[src/rtl/core_pkg.sv]
// Core-wide widths and the writeback request record shared by the
// execute/memory writeback sources and the register-file write port.
package core_pkg;

  localparam int XLEN       = 64;
  localparam int REG_AW     = 5;
  localparam int NUM_WB_SRC = 3;

  typedef struct packed {
    logic              valid;
    logic [REG_AW-1:0] rd;
    logic [XLEN-1:0]   data;
  } wb_req_t;

endpackage

[src/rtl/rr_arbiter.sv]
// Round-robin arbiter: one-hot grant searched upward from ptr, wrapping.
// Handshake: a request i is consumed when req_i[i] && grant_o[i]; grant may depend on req_i.
module rr_arbiter #(
  parameter int NUM_REQ = 3,
  localparam int IW = (NUM_REQ > 1) ? $clog2(NUM_REQ) : 1
) (
  input  logic               clk,
  input  logic               reset_n,
  input  logic [NUM_REQ-1:0] req_i,
  input  logic               hold_i,
  output logic [NUM_REQ-1:0] grant_o,
  output logic               grant_valid_o,
  output logic [IW-1:0]      grant_idx_o
);

  localparam int CW = IW + 1;

  logic [IW-1:0] ptr_q;
  logic [CW-1:0] cand;
  logic          found;
  logic [IW-1:0] idx;

  always_comb begin
    found = 1'b0;
    idx   = '0;
    cand  = '0;
    for (int i = 0; i < NUM_REQ; i++) begin
      cand = {1'b0, ptr_q} + CW'(i);
      if (cand >= CW'(NUM_REQ)) cand = cand - CW'(NUM_REQ);
      if (!found && req_i[cand[IW-1:0]]) begin
        found = 1'b1;
        idx   = cand[IW-1:0];
      end
    end
    // No grants while frozen or while held in reset.
    if (hold_i || !reset_n) found = 1'b0;
  end

  assign grant_valid_o = found;
  assign grant_idx_o   = idx;
  assign grant_o       = found ? (NUM_REQ'(1) << idx) : '0;

  always_ff @(posedge clk or negedge reset_n) begin
    if (!reset_n) begin
      ptr_q <= '0;
    end else if (found) begin
      ptr_q <= (idx == IW'(NUM_REQ - 1)) ? '0 : idx + 1'b1;
    end
  end

endmodule

[src/rtl/wb_port_arbiter.sv]
// Shares the register-file write port among NUM_SRC writeback sources:
// round-robin grant, then a one-entry registered output stage.
module wb_port_arbiter
  import core_pkg::*;
#(
  parameter int NUM_SRC = core_pkg::NUM_WB_SRC,
  parameter int XLEN    = core_pkg::XLEN,
  parameter int REG_AW  = core_pkg::REG_AW,
  localparam int SW = (NUM_SRC > 1) ? $clog2(NUM_SRC) : 1
) (
  input  logic                      clk,
  input  logic                      reset_n,
  input  logic [NUM_SRC-1:0]        src_valid_i,
  input  logic [NUM_SRC*REG_AW-1:0] src_rd_addr_i,
  input  logic [NUM_SRC*XLEN-1:0]   src_data_i,
  output logic [NUM_SRC-1:0]        src_ready_o,
  input  logic                      hold_i,
  output logic                      rf_wr_en_o,
  output logic [REG_AW-1:0]         rf_rd_addr_o,
  output logic [XLEN-1:0]           rf_wr_data_o,
  output logic [SW-1:0]             grant_src_o
);

  logic              grant_valid;
  logic [SW-1:0]     grant_idx;
  logic [REG_AW-1:0] sel_rd;
  logic [XLEN-1:0]   sel_data;

  logic              wr_en_q;
  logic [REG_AW-1:0] rd_q;
  logic [XLEN-1:0]   data_q;
  logic [SW-1:0]     src_q;

  rr_arbiter #(.NUM_REQ(NUM_SRC)) u_rr (
    .clk           (clk),
    .reset_n       (reset_n),
    .req_i         (src_valid_i),
    .hold_i        (hold_i),
    .grant_o       (src_ready_o),
    .grant_valid_o (grant_valid),
    .grant_idx_o   (grant_idx)
  );

  always_comb begin
    sel_rd   = src_rd_addr_i[int'(grant_idx)*REG_AW +: REG_AW];
    sel_data = src_data_i[int'(grant_idx)*XLEN +: XLEN];
  end

  // Writes to x0 are consumed but never enable the register file.
  always_ff @(posedge clk or negedge reset_n) begin
    if (!reset_n) begin
      wr_en_q <= 1'b0;
      rd_q    <= '0;
      data_q  <= '0;
      src_q   <= '0;
    end else if (grant_valid) begin
      wr_en_q <= (sel_rd != '0);
      rd_q    <= sel_rd;
      data_q  <= sel_data;
      src_q   <= grant_idx;
    end else begin
      wr_en_q <= 1'b0;
    end
  end

  assign rf_wr_en_o   = wr_en_q;
  assign rf_rd_addr_o = rd_q;
  assign rf_wr_data_o = data_q;
  assign grant_src_o  = src_q;

endmodule

[config.mk]
export PLATFORM = sky130hd
export DESIGN_NAME = wb_port_arbiter
export DESIGN_NICKNAME = d
export VERILOG_FILES = /design/src/rtl/core_pkg.sv /design/src/rtl/rr_arbiter.sv /design/src/rtl/wb_port_arbiter.sv
export SDC_FILE = /design/constraint.sdc
export NUM_CORES = 1
export LEC_CHECK = 0
export CAP_MARGIN = 20
export CORE_AREA = 2 2 111 113
export CTS_CLUSTER_DIAMETER = 30
export DETAILED_ROUTE_END_ITERATION = 6
export DIE_AREA = 0 0 113 115
export GPL_ROUTABILITY_DRIVEN = 0
export PLACE_DENSITY = 0.83
export REMOVE_ABC_BUFFERS = 1
export SLEW_MARGIN = 0
export SYNTH_ARGS = -nofsm -noshare
export SYNTH_HDL_FRONTEND = slang
export SYNTH_SLANG_ARGS = --single-unit
[constraint.sdc]
create_clock -name clk -period 5.3 [get_ports clk]
set_input_delay 1.59 -clock clk [delete_from_list [all_inputs] [get_ports clk]]
set_output_delay 1.59 -clock clk [all_outputs]
set_load 0.005 [all_outputs]
==> results of run 1 <==
-- worst paths after layout --
kind                             startpoint               end  slack [ns]  depth (start not counted)
setup / recovery             src_valid_i[0]    src_ready_o[0]        0.11                          6
hold / removal             rf_wr_data_o[14]  rf_wr_data_o[14]        0.47                          1
setup reg to reg              u_rr.ptr_q[0]  rf_wr_data_o[43]        2.30                          8
hold reg to reg            rf_wr_data_o[14]  rf_wr_data_o[14]        0.47                          1
max in group asynchronous           reset_n  rf_wr_data_o[12]        3.16                          2
min in group asynchronous           reset_n    grant_src_o[0]        1.52                          2
-- sequential cells by signal, indices dropped and copies added (netlist names) --
signal and flops:
grant_src_o 2, u_rr.ptr_q 2, rf_rd_addr_o 5, rf_wr_en_o 1, rf_wr_data_o 64
-- where the power goes --
group	internal (W)	leakage [nW]	switching [W]
registers	0.000833	0.923	0.000152
logic	0.00106	2.33	0.000958
clock network	0.000354	0.143	0.000217
-- layer usage --
| layer | part of all wire | wire (um) |
|---|---|---|
| met5 | 0 | 0 |
| met4 | 0.036 | 558 |
| met3 | 0.081 | 1240 |
| met2 | 0.53 | 8090 |
| met1 | 0.35 | 5420 |
-- worst max-delay path: cells and delay by family --
| kind | cells | cell delay, ns |
|---|---|---|
| buffers and inverters | 2 | 1.16 |
| AOI/OAI and AO/OA | 2 | 0.59 |
| and+or+nand+nor | 2 | 0.26 |
-- Yosys cell counts (2+ instances only) --
| master | instances |
|---|---|
| a211o_1 | 2 |
| nor2_1 | 57 |
| a221o_1 | 17 |
| ha_1 | 4 |
| inv_1 | 3 |
| nand3_1 | 21 |
| dfrtp_1 | 74 |
| buf_4 | 2 |
| mux2i_1 | 4 |
| o211ai_1 | 2 |
| a311oi_1 | 50 |
| buf_6 | 7 |
| nand2b_1 | 3 |
| o21ai_0 | 3 |
| clkbuf_1 | 12 |
| a21o_1 | 54 |
| a21oi_1 | 23 |
| nor2b_1 | 2 |
| buf_2 | 28 |
| nand2_1 | 128 |
| nor3_1 | 5 |
-- kinds of logic after synthesis --
family          after synthesis  share of synthesized area
simple gates                218                      0.201
compound gates              159                      0.289
flops                        74                      0.423
buf+inv                      52                     0.0663
mux                           4                    0.00915
fa+ha+maj                     4                     0.0114
-- through the flow --
step	std cells	power [W]	area, um2
2_1_floorplan	462	0.00196	4100
5_1_grt	924	0.00383	7580
3_3_place_gp	905	0.00291	7240
6_report	924	0.00357	7580
4_1_cts	921	0.00358	7530
3_5_place_dp	905	0.00299	7240
-- area by class of cell --
| type | count | area (um2) |
|---|---|---|
| timing repair buffer | 299 | 2990 |
| clock inverter | 2 | 10.0 |
| clock buffer | 14 | 274 |
| inverter | 3 | 11.3 |
| tap | 147 | 184 |
| multi-input combinational | 385 | 2260 |
| fill | 1012 | 4230 |
| sequential | 74 | 1850 |
-- placed cells by master (no fill, tap or decap), types with 2 or more instances in the layout --
master / instances
clkbuf_8: 3
nor2b_1: 2
clkdlybuf4s50_1: 286
a311oi_1: 50
clkbuf_16: 9
o211ai_1: 2
o21ai_0: 3
a211o_1: 2
ha_1: 4
clkinv_2: 2
dfrtp_1: 74
a21o_1: 53
inv_1: 3
nand2b_1: 3
a21oi_1: 22
buf_4: 11
nor3_1: 5
a221o_1: 17
nand3_1: 21
clkbuf_1: 2
mux2i_1: 3
nand2_1: 128
nor2_1: 56
-- what timing repair did --
action,in CTS,in global routing
endpoints found under the setup margin,0,3
resized for setup,0,3
setup buffers,0,2
==> flow_metrics.env, run 1 <==
export IMPL_yosys_area_top_type="dfrtp_1"
export IMPL_viasPerCell=5.44
export IMPL_postSynthCellCount=511
export IMPL_dominantRegCellSynth="dfrtp_1"
export IMPL_worst_path_largest_cell_delay_ns=0.58
export IMPL_relSlewSlack=0.376
export IMPL_skew_ns=0.00533
export IMPL_grt_max_degree=122
export IMPL_yosysSeqAreaShare=0.423
export IMPL_clock_fmax_mhz=193
export IMPL_power_density_nw_per_um2=471
export IMPL_dieHeight_um=115
export IMPL_grt_overflow=0
export IMPL_grt_usage=0.225
export IMPL_antenna_found_initial=0
export IMPL_hold_buffers=0
export IMPL_die_area_um2=13000
export IMPL_num_vias=5026
export IMPL_drive_gt1_frac=0.0463
export IMPL_core_area_um2=11800
export IMPL_synth_area_leaders="dfrtp_1 (42%), nand2_1 (11%), a311oi_1 (10%)"
export IMPL_dpl_worst_slack_ns=0.0838
export IMPL_syn_to_final_growth_pct=73.2
export IMPL_ios=288
export IMPL_syn_area_per_cell_um2=8.56
export IMPL_path_class="input pin to output pin"
export IMPL_num_rows=40
export IMPL_initial_core_util=0.371
export IMPL_ys_async_sr_fraction=1.00
export IMPL_post_route_min_period_ns=5.19
export IMPL_grt_pass1_vias=5004
export IMPL_cp_data_required_time_ns=3.71
export IMPL_drc=13
export IMPL_postRouteWirelength_um=15300
export IMPL_post_route_period_util=0.980
export IMPL_cts_tree="yes"
export IMPL_final_setup_worst_slack_ns=0.108
export IMPL_dr_pass1_iters=7
export IMPL_antenna_diode_count=0
export IMPL_yosysUniqueCellTypes=31
export IMPL_clk_path_buf_depth=2
export IMPL_end_kind="output pin"
export IMPL_outcome="finished with violations"
export IMPL_final_nets=989
export IMPL_grt_most_used_layer="met2"
export IMPL_cp_cell_sequence="clkdlybuf4s50_1, nor2b_1, o311a_1, o21a_2, nor3_1, clkdlybuf4s50_1"
export IMPL_yosys_warnings=0
export IMPL_io_buffers=287
export IMPL_gr_usage_met2=0.423
export IMPL_dpl_hpwl_um=11300
export IMPL_crit_arrival_ns=3.60
export IMPL_grtUsageMet1=0.233
export IMPL_critPathLaunchType="input pin"
export IMPL_worstMarginPinSlew_ns=0.936
export IMPL_synth_area_um2=4380
export IMPL_hold_class="flop to flop"
export IMPL_postLayoutCoreUtil=0.642
export IMPL_synth_top_area_share=0.423
export IMPL_cts_sinks=74
export IMPL_synth_edf_count=0
export IMPL_whs_ns=0.472
export IMPL_cp_common_cell="clkdlybuf4s50_1"
export IMPL_clock_root_buffer="clkbuf_16"
export IMPL_grt_pass1_wl_um=23500
export IMPL_post_drt_wl_per_cell_um=16.6
export IMPL_clkTransAtPathRegs_ns=0.05
export IMPL_ys_seq_elements=74
export IMPL_die_w_um=113
export IMPL_cellLeakagePower_nw=3.40
export IMPL_numCtsBuffers=9
export IMPL_setup_viol=0
export IMPL_drv_slew=0
export IMPL_crit_slowest_cell="clkdlybuf4s50_1"
export IMPL_htree_levels=3
export IMPL_cap_violations=0
export IMPL_ant_nets=0
export IMPL_clock_latency_ns=0.33
export IMPL_final_hold_violation_count=0
export IMPL_fin_setup_tns_ns=0
export IMPL_violations="design-rule violations"
export IMPL_cp_max_fo=5
export IMPL_drt_initial_drc_count=307
export IMPL_grt_util_met3=0.0559
export IMPL_vdd_drop_max_uv=180
No activity file was read; power rests on OpenSTA's default activity.
==> run 2, diff against run 1 <==
--- a/config.mk
+++ b/config.mk
@@ -12,7 +12,6 @@
 export DIE_AREA = 0 0 113 115
 export GPL_ROUTABILITY_DRIVEN = 0
 export PLACE_DENSITY = 0.83
-export REMOVE_ABC_BUFFERS = 1
 export SLEW_MARGIN = 0
 export SYNTH_ARGS = -nofsm -noshare
 export SYNTH_HDL_FRONTEND = slang
==> run 2 against run 1 <==
First-iteration DRC count fell by 8.1%. Highest routed layer unchanged. Sequential cell count did not move. Global-route usage rose by 0.76 points. Critical endpoint is now src_ready_o[1]. Final area fell by 0.99%. Largest cell class unchanged. The flow still finishes with violations (design-rule violations). Sequential share of layout area rose by 0.24 points. Hold slack barely moved.
==> flow_metrics.env, run 2 (synthesis results as in run 1) <==
export IMPL_power_density_nw_per_um2=466
export IMPL_cp_max_fo=5
export IMPL_layout_commonest_cell="clkdlybuf4s50_1"
export IMPL_clock_fmax_mhz=190
export IMPL_clk_path_buf_depth=2
export IMPL_syn_to_final_growth_pct=71.5
export IMPL_grt_overflow=0
export IMPL_critPathLaunchType="input pin"
export IMPL_core_area_um2=11800
export IMPL_post_route_min_period_ns=5.25
export IMPL_drt_initial_drc_count=282
export IMPL_rr_worst_depth=10
export IMPL_p_seq_frac=0.281
export IMPL_postLayoutCoreUtil=0.635
export IMPL_vdd_drop_max_uv=255
export IMPL_initial_core_util=0.371
export IMPL_post_drt_wl_per_cell_um=17.0
export IMPL_grt_pass1_vias=4927
export IMPL_hold_class="flop to flop"
export IMPL_p_switching_w=0.00132
export IMPL_relSlewSlack=0.379
export IMPL_cellLeakagePower_nw=3.35
export IMPL_antenna_found_initial=0
export IMPL_place_inst=908
export IMPL_ant_nets=0
export IMPL_ios=288
export IMPL_dpl_worst_slack_ns=-0.0437
export IMPL_die_w_um=113
export IMPL_violations="design-rule violations"
export IMPL_cap_violations=0
export IMPL_skew_ns=0.00546
export IMPL_final_nets=989
export IMPL_final_hold_violation_count=0
export IMPL_worstMarginPinSlew_ns=0.931
export IMPL_post_route_period_util=0.991
export IMPL_clock_root_buffer="clkbuf_16"
export IMPL_p_comb_frac=0.572
export IMPL_clock_latency_ns=0.32
export IMPL_grt_pass1_wl_um=24300
export IMPL_syn_nets=728
export IMPL_dieHeight_um=115
export IMPL_htree_levels=3
export IMPL_fin_setup_tns_ns=0
export IMPL_grt_max_degree=88
export IMPL_dr_pass1_iters=7
export IMPL_rsz0062_at_grt="no"
export IMPL_numCtsBuffers=9
export IMPL_cts_tree="yes"
export IMPL_dpl_hpwl_um=11700
export IMPL_grt_usage=0.233
export IMPL_num_vias=4945
export IMPL_cts_sinks=74
export IMPL_clkTransAtPathRegs_ns=0.05
export IMPL_whs_ns=0.472
export IMPL_hold_path_cell_count=1
export IMPL_num_rows=40
export IMPL_path_class="input pin to output pin"
export IMPL_cp_data_required_time_ns=3.71
export IMPL_setup_viol=0
export IMPL_end_kind="output pin"
export IMPL_io_buffers=287
export IMPL_pwr_share_clk=0.147
export IMPL_hold_buffers=0
export IMPL_drc=18
export IMPL_final_cells=921
export IMPL_swShare=0.377
export IMPL_die_area_um2=13000
export IMPL_p_int_w=0.00218
export IMPL_postRouteWirelength_um=15700
export IMPL_antenna_diode_count=0
export IMPL_largest_reg_flops=64
export IMPL_most_common_layout_cells="clkdlybuf4s50_1 (286), nand2_1 (128), dfrtp_1 (74)"
export IMPL_viasPerCell=5.37
export IMPL_crit_arrival_ns=3.66
export IMPL_drive_gt1_frac=0.0413
export IMPL_drv_slew=0
export IMPL_final_setup_worst_slack_ns=0.0462
export IMPL_outcome="finished with violations"
run 2: cell types whose count changed in the layout (fill, tap and decap cells not counted), sizes merged:
cell / before / now
clkinv: 2 / 1
clkbuf: 14 / 12
run 2: metrics by stage:
step / power (W) / instance area, um2
4_1_cts: 0.00352 / 7500
5_1_grt: 0.00375 / 7510
2_1_floorplan: 0.00207 / 4380
3_3_place_gp: 0.00291 / 7250
3_5_place_dp: 0.00298 / 7250
6_report: 0.00350 / 7510
run 2: final timing paths:
| path | slack, ns | end | start |
|---|---|---|---|
| min in group asynchronous | 1.55 | rf_wr_en_o | reset_n |
| max in group asynchronous | 3.15 | rf_wr_data_o[56] | reset_n |
| worst max-delay path | 0.05 | src_ready_o[1] | src_valid_i[0] |
| worst min-delay path | 0.47 | rf_wr_data_o[34] | rf_wr_data_o[34] |
| worst max register to register | 1.90 | rf_wr_data_o[16] | u_rr.ptr_q[0] |
| worst min register to register | 0.47 | rf_wr_data_o[34] | rf_wr_data_o[34] |
run 2: critical path, cell delays in order:
cell and delay, ns:
clkdlybuf4s50_1 0.59, mux2i_2 0.12, o21ai_1 0.33, nor3_1 0.12, a21oi_1 0.15, o21ai_1 0.11
nor2_1 0.14, clkdlybuf4s50_1 0.51
run 2: power groups by stage:
stage	registers [W]	logic, W	clock network, W
after global placement	0.000973	0.00194	0
after detailed placement	0.000991	0.00199	0
after global routing	0.00102	0.00218	0.000561
after CTS	0.000986	0.00200	0.000531
final	0.000985	0.00200	0.000515
after floorplan	0.000998	0.00107	0
run 2: cell type report:
type,count,area (um2)
timing repair buffer,299,2960
clock inverter,1,5.00
inverter,3,11.3
sequential,74,1850
fill,974,4310
clock buffer,12,236
tap,147,184
multi-input combinational,385,2260
run 2: metal layers:
layer  part of all wire  GRT usage  vias to the layer above
met1               0.38      0.258                     2320
met2               0.50      0.421                      241
met5                  0          0                        -
li1                   -          -                     2351
met4              0.030     0.0951                        0
met3              0.091     0.0659                       33
run 2: timing repair:
item | in CTS | in global routing
setup buffers | 0 | 0
endpoints found under the setup margin | 1 | 3
resized for setup | 1 | 3
==> run 3, diff against run 2 <==
--- a/config.mk
+++ b/config.mk
@@ -12,7 +12,7 @@
 export DIE_AREA = 0 0 113 115
 export GPL_ROUTABILITY_DRIVEN = 0
 export PLACE_DENSITY = 0.83
-export SLEW_MARGIN = 0
+export SLEW_MARGIN = 20
 export SYNTH_ARGS = -nofsm -noshare
 export SYNTH_HDL_FRONTEND = slang
 export SYNTH_SLANG_ARGS = --single-unit
==> results of run 3 <==
The final DEF is identical to that of run 2; final timing and power are the same.
